## config.mk

```make
export PLATFORM = sky130hd
export DESIGN_NAME = if_id_fetch_ctrl_flat
export DESIGN_NICKNAME = d
export VERILOG_FILES = /design/src/rtl/if_id_fetch_ctrl_if.sv /design/src/rtl/if_id_fetch_ctrl.sv /design/src/flat_wrapper.sv
export SDC_FILE = /design/constraint.sdc
export NUM_CORES = 1
export LEC_CHECK = 0
export ABC_CLOCK_PERIOD_IN_PS = 7300
export BUFFER_PORTS_ARGS = -buffer_cell sky130_fd_sc_hd__buf_2
export CAP_MARGIN = 10
export CORE_MARGIN = 2
export CORE_UTILIZATION = 40
export CTS_CLUSTER_DIAMETER = 80
export DETAILED_ROUTE_END_ITERATION = 6
export GPL_TIMING_DRIVEN = 0
export PLACE_DENSITY = 0.66
export SYNTH_ARGS = -nofsm -noshare
export SYNTH_HDL_FRONTEND = slang
export SYNTH_SLANG_ARGS = --single-unit
```

## constraint.sdc

```tcl
create_clock -name clk -period 7.3 [get_ports clk]
set_input_delay 1.46 -clock clk [delete_from_list [all_inputs] [get_ports clk]]
set_output_delay 1.46 -clock clk [all_outputs]
set_load 0.1 [all_outputs]
```

## src/rtl/if_id_fetch_ctrl_if.sv

```systemverilog
// Fetch/decode bundle: instruction-memory handshake, EX redirect and hazard inputs, IF/ID decode outputs.
// master = fetch controller side, slave = memory/pipeline side.
interface if_id_fetch_ctrl_if;
  logic        imem_req;
  logic [31:0] imem_addr;
  logic        imem_ack;
  logic [31:0] imem_rdata;
  logic        redirect_valid;
  logic [31:0] redirect_pc;
  logic        memreadE;
  logic [4:0]  RdE;
  logic [31:0] instrD;
  logic [31:0] pcD;
  logic        validD;
  logic        bubbleE;

  modport master (
    output imem_req, imem_addr, instrD, pcD, validD, bubbleE,
    input  imem_ack, imem_rdata, redirect_valid, redirect_pc, memreadE, RdE
  );

  modport slave (
    input  imem_req, imem_addr, instrD, pcD, validD, bubbleE,
    output imem_ack, imem_rdata, redirect_valid, redirect_pc, memreadE, RdE
  );
endinterface

```

## src/rtl/if_id_fetch_ctrl.sv

```systemverilog
// IF/ID sequencer: one outstanding imem request feeding a DEPTH-entry FIFO, ack->validD in 2 cycles; fetch idles when full, decode holds on load-use.
// Optional IF_ID_PERF_EN adds load-use and redirect cycle counters.
module if_id_fetch_ctrl #(
  parameter logic [31:0] RESET_PC = 32'h0000_0000,
  parameter int          DEPTH    = 2
) (
  input  logic               clk,
  input  logic               rst,
  if_id_fetch_ctrl_if.master bus
`ifdef IF_ID_PERF_EN
  ,
  output logic [31:0]        load_use_cnt,
  output logic [31:0]        redirect_cnt
`endif
);
  localparam int          AW   = $clog2(DEPTH);
  localparam logic [AW:0] FULL = (AW+1)'(DEPTH);
  localparam logic [31:0] NOP  = 32'h0000_0013;

  typedef enum logic [1:0] {IDLE = 2'd0, FETCH = 2'd1, FLUSH = 2'd2} state_t;

  state_t        r_state, w_next_state;
  logic [31:0]   r_pcF, r_flush_addr, r_instrD, r_pcD;
  logic          r_validD;
  logic [31:0]   r_fifo_pc  [DEPTH];
  logic [31:0]   r_fifo_ins [DEPTH];
  logic [AW-1:0] r_wptr, r_rptr;
  logic [AW:0]   r_count, w_count_nxt;
  logic          w_haz, w_push, w_pop;

  assign w_haz = bus.memreadE && (bus.RdE != 5'd0) && r_validD &&
                 ((r_instrD[19:15] == bus.RdE) || (r_instrD[24:20] == bus.RdE));
  assign w_push = (r_state == FETCH) && bus.imem_ack && !bus.redirect_valid;
  assign w_pop  = !bus.redirect_valid && !w_haz && (r_count != '0);
  assign w_count_nxt = r_count + (AW+1)'(w_push) - (AW+1)'(w_pop);

  always_ff @(posedge clk) begin
    if (rst) r_state <= FETCH;
    else     r_state <= w_next_state;
  end

  always_comb begin
    w_next_state = r_state;
    if (bus.redirect_valid) begin
      // An unanswered request must be drained before the new target can be fetched
      if ((r_state != IDLE) && !bus.imem_ack) w_next_state = FLUSH;
      else                                    w_next_state = FETCH;
    end else begin
      case (r_state)
        IDLE:    if (r_count < FULL) w_next_state = FETCH;
        FETCH:   if (bus.imem_ack && !(w_count_nxt < FULL)) w_next_state = IDLE;
        FLUSH:   if (bus.imem_ack) w_next_state = FETCH;
        default: w_next_state = FETCH;
      endcase
    end
  end

  always_comb begin
    bus.imem_req  = (r_state != IDLE);
    bus.imem_addr = (r_state == FLUSH) ? r_flush_addr : r_pcF;
  end

  always_ff @(posedge clk) begin
    if (w_push) begin
      r_fifo_pc[r_wptr]  <= r_pcF;
      r_fifo_ins[r_wptr] <= bus.imem_rdata;
    end
  end

  always_ff @(posedge clk) begin
    if (rst) begin
      r_pcF        <= RESET_PC;
      r_flush_addr <= RESET_PC;
      r_wptr       <= '0;
      r_rptr       <= '0;
      r_count      <= '0;
      r_instrD     <= NOP;
      r_pcD        <= 32'h0;
      r_validD     <= 1'b0;
    end else if (bus.redirect_valid) begin
      r_pcF    <= bus.redirect_pc & ~32'h3;
      r_wptr   <= '0;
      r_rptr   <= '0;
      r_count  <= '0;
      r_instrD <= NOP;
      r_validD <= 1'b0;
      if (r_state == FETCH) r_flush_addr <= r_pcF;
    end else begin
      if (w_push) begin
        r_wptr <= r_wptr + AW'(1);
        r_pcF  <= r_pcF + 32'd4;
      end
      if (w_pop) begin
        r_rptr   <= r_rptr + AW'(1);
        r_instrD <= r_fifo_ins[r_rptr];
        r_pcD    <= r_fifo_pc[r_rptr];
        r_validD <= 1'b1;
      end else if (!w_haz) begin
        r_instrD <= NOP;
        r_validD <= 1'b0;
      end
      r_count <= w_count_nxt;
    end
  end

  assign bus.instrD  = r_instrD;
  assign bus.pcD     = r_pcD;
  assign bus.validD  = r_validD;
  assign bus.bubbleE = w_haz && !bus.redirect_valid && !rst;

`ifdef IF_ID_PERF_EN
  always_ff @(posedge clk) begin
    if (rst) begin
      load_use_cnt <= 32'h0;
      redirect_cnt <= 32'h0;
    end else begin
      if (bus.bubbleE)        load_use_cnt <= load_use_cnt + 32'd1;
      if (bus.redirect_valid) redirect_cnt <= redirect_cnt + 32'd1;
    end
  end
`endif
endmodule

```

## src/flat_wrapper.sv

```systemverilog
// flat-port wrapper written by rule: the top's interface ports become plain ports
module if_id_fetch_ctrl_flat 
#(
  parameter logic [31:0] RESET_PC = 32'h0000_0000,
  parameter int          DEPTH    = 2
)
  (clk, rst, bus_imem_req, bus_imem_addr, bus_instrD, bus_pcD, bus_validD, bus_bubbleE, bus_imem_ack, bus_imem_rdata, bus_redirect_valid, bus_redirect_pc, bus_memreadE, bus_RdE);
  if_id_fetch_ctrl_if bus_i ();
  input  logic clk;
  input  logic rst;
  output wire logic [$bits(bus_i.imem_req)-1:0] bus_imem_req;
  output wire logic [$bits(bus_i.imem_addr)-1:0] bus_imem_addr;
  output wire logic [$bits(bus_i.instrD)-1:0] bus_instrD;
  output wire logic [$bits(bus_i.pcD)-1:0] bus_pcD;
  output wire logic [$bits(bus_i.validD)-1:0] bus_validD;
  output wire logic [$bits(bus_i.bubbleE)-1:0] bus_bubbleE;
  input wire logic [$bits(bus_i.imem_ack)-1:0] bus_imem_ack;
  input wire logic [$bits(bus_i.imem_rdata)-1:0] bus_imem_rdata;
  input wire logic [$bits(bus_i.redirect_valid)-1:0] bus_redirect_valid;
  input wire logic [$bits(bus_i.redirect_pc)-1:0] bus_redirect_pc;
  input wire logic [$bits(bus_i.memreadE)-1:0] bus_memreadE;
  input wire logic [$bits(bus_i.RdE)-1:0] bus_RdE;
  assign bus_imem_req = bus_i.imem_req;
  assign bus_imem_addr = bus_i.imem_addr;
  assign bus_instrD = bus_i.instrD;
  assign bus_pcD = bus_i.pcD;
  assign bus_validD = bus_i.validD;
  assign bus_bubbleE = bus_i.bubbleE;
  assign bus_i.imem_ack = bus_imem_ack;
  assign bus_i.imem_rdata = bus_imem_rdata;
  assign bus_i.redirect_valid = bus_redirect_valid;
  assign bus_i.redirect_pc = bus_redirect_pc;
  assign bus_i.memreadE = bus_memreadE;
  assign bus_i.RdE = bus_RdE;
  if_id_fetch_ctrl #(.RESET_PC(RESET_PC), .DEPTH(DEPTH)) u_core (.clk(clk), .rst(rst), .bus(bus_i));
endmodule
```

==> results.md <==
- Unique cell type count in the Yosys netlist: 55
- Clock Sinks: around 250
- Placed Area: roughly 12000 um2
- Initial antenna violation count: 0
- Hold Crit Class: flip-flop to flip-flop
- Flop and latch count out of synthesis: 254
- Most Used Layer, Global Route: met2
- Peak supply drop: ~0.16 mV
- H-tree depth: 1
- Synth Cell Area: between 10000 and 15000 um2
- 1st-iter DRT viols: 650
- Via count: 7961
- Pre-CTS setup slack: 2436 ps
- Met3 usage: 2.656%
- Largest net degree at the start of global routing: 63
- Share of cells above drive strength 1: roughly a quarter
- Largest stage delay, worst path: between 400 and 500 ps
- Final net count: between 1000 and 1500
- DIE AREA: approximately 28000 um2
- Critical path's slowest cell: buf_2
- Post-cts repair resize count: 0
- Routability congestion estimate: 0.8365
- Unrepaired setup endpoints after global routing: false
- Critical Path RT: about 6000 ps
- Post-route DRC violation count: 0
- Final WL: roughly 27 mm
- P&R area growth vs syn: 20.65%
- F_max: between 200 and 250 MHz
- Yosys warnings: 0
- Core area: about 27000 um2
- # Post-CTS Setup Buffers: 0
- ANT cells: 0
- Rows: 60
- Crit Path Category: input port to output port
- Worst Path Arrival: around 3400 ps
- CTS tree: built
- Initial Util: about two fifths
- Syn avg cell area: 11.30 um2
- Startpoint types: input port
- Met2 GRT Util: about a third
- Final count of negative-setup-slack endpoints: 0
- Port Buffers: 166
- Cell Chain, Critical Path: buf_2, xnor2_1, nand3_1, o22ai_1, nand2_2, buf_4, nor2_1, buf_2
- Clock transition at path regs: roughly 60 ps
- WL per Instance: roughly 18 um
- Gr usage total: 18.65%
- Tcrit/Tclk final: 66.70%
- First-pass GRT wire length: between 40 and 50 mm
- Clock Latency Late Sink: about 550 ps
- Final WS setup: between 2000 and 2500 ps
- Met1 usage: 25.38%
- Lkg Pwr: ~4.7 nW
- DR pass1 iterations: 5
- Max cap viols: 0
- Final Hold Viols: 0
- Cell count after synthesis: about 950
- Fill cell count: roughly 2500
- Crit Path Max Fanout: 10
- Die H: roughly 170 um
- Slew headroom: 39.26%
- Vias in the first global route: 7548
- Die Wd: roughly 170 um
- Non-Filler Cell Area, Final: 12990 um2
- CTS buffer count: 28
- Hold_buf cts: 0
- Sequential area share after synthesis: approximately three fifths
- Clock Skew: about 27 ps
- Final ANT Viol Nets: 0
- Maximum clock path buffer count: 3
- Vias per inst: 5.234
- Most common cell after layout, fill and taps aside: buf_2
- Critical Path Most Common Cell: buf_2
- IO Pins: around 170
- CTS root buf: clkbuf_16
- Slew Limit Fails: 0
- Detailed Place HPWL: ~20 mm
- CP endpoint kind: output port
- Pwr/cell area: ~260 nW/um2
- Most frequent cells in the layout: buf_2 (176), dfxtp_1 (130), edfxtp_1 (124), nand2_1 (84), a21oi_1 (72)
- Outcome: complete, no violations
- Total gr overflow: 0
- Tmin final: 4869 ps
- Worst-Margin Slew: 911.1 ps
-- state kept, by name (all words and copies together) (netlist names), 2 cells and up, named ones only --
register and cells:
u_core.r_state 2, u_core.bus.instrD 32, u_core.r_fifo_ins 64, u_core.r_count 2
u_core.r_flush_addr 30, u_core.r_pcF 30, u_core.r_fifo_pc 60, u_core.bus.pcD 30
-- where the power goes --
part	internal, mW	switching [mW]
sequential	1.55	0.0406
combinational	0.100	0.302
clock	0.774	0.559
total	2.42	0.901
-- logic make-up (layout without fill, tap and decap cells) --
kind of cell	Yosys count	count (layout)	share of synthesized area, %
AOI/OAI and AO/OA	196	196	13.60
and+or+nand+nor	285	285	13.45
buffers and inverters	113	337	4.521
muxes	64	64	6.287
other	1	4	0.03483
xor gates and xnor gates	37	37	3.010
DFF	254	254	58.76
adders and majority gates	3	3	0.3487
-- cells in the mapped netlist (all sizes together) --
library cell	instances	area, um2
o21bai	1	7.510
a311oi	1	8.760
a211o	1	8.760
o22a	1	8.760
or4	1	11.26
nand3	41	205.2
ha	3	37.54
a2111oi	1	10.01
nor2b	31	193.9
nor2	65	244.0
nor3b	5	37.54
o211a	1	10.01
dfxtp	130	2603
inv	38	142.6
clkbuf	49	185.2
or2	2	12.51
o21ai	35	186.4
nand3b	2	15.01
and2	2	12.51
a221oi	32	461.7
nor3	10	55.05
nand2	85	321.6
a211oi	43	327.8
o22ai	3	18.77
and3b	1	8.760
a21oi	72	360.4
nand4b	1	15.01
buf	26	158.9
conb	1	3.750
edfxtp	124	3724
xnor2	21	183.9
and3	6	37.54
and4	2	17.52
or3	2	12.51
nor4	10	98.84
mux2	29	326.6
a41oi	3	26.28
mux2i	35	350.3
nand4	19	148.9
xor2	16	140.1
o211ai	1	21.27
o21a	1	7.510
-- area by class of cell --
type	count	area, um2	share of cell area [%]
sequential	254	6326	48.70
multi-input combinational	589	3975	30.60
timing repair buffer	172	894.6	6.887
clock buffer	37	765.7	5.895
tap	341	426.7	3.285
buffer	75	344.1	2.649
inverter	38	142.6	1.098
clock inverter	15	115.1	0.8861
-- worst max-delay path, delay by kind of cell --
family                    cells  cell delay [ps]
AOI/OAI and AO/OA             1              380
xor gates and xnor gates      1              140
buffers and inverters         3              870
and+or+nand+nor               3              540
-- final timing paths --
path	from	endpoint	slack, ps	depth (start not counted)
max	bus_RdE[4]	bus_bubbleE	2430	8
max reg2reg	u_core.bus.instrD[19]$_SDFFE_PP0P_	u_core.r_state[0]$_SDFFE_PP1P_	4600	13
min reg2reg	u_core.r_flush_addr[7]$_SDFFE_PP0P_	u_core.r_flush_addr[7]$_SDFFE_PP0P_	450	2
min	u_core.r_flush_addr[7]$_SDFFE_PP0P_	u_core.r_flush_addr[7]$_SDFFE_PP0P_	450	2
-- per-stage QoR --
step           hold slack, ps  TNS [ps]  utilization [%]  std cells  total power [mW]
3_5_place_dp            443.6         0            45.31       1469             2.021
5_1_grt                 472.4         0            48.60       1521             3.436
2_1_floorplan           420.2         0                -        956             1.916
6_report                451.7         0            48.60       1521             3.324
4_1_cts                 453.1         0            48.60       1521             3.349
3_3_place_gp            437.8   -165280            45.03       1463             2.015
-- layer usage --
metal / routed length, um / vias up / part of all wire [%]
li1: - / 3867 / -
met1: 11940 / 3791 / 44
met2: 12920 / 269 / 48
met3: 1763 / 34 / 6.5
met4: 392 / 0 / 1.5
met5: 0 / - / 0
Power figures use the tool's default switching activity.
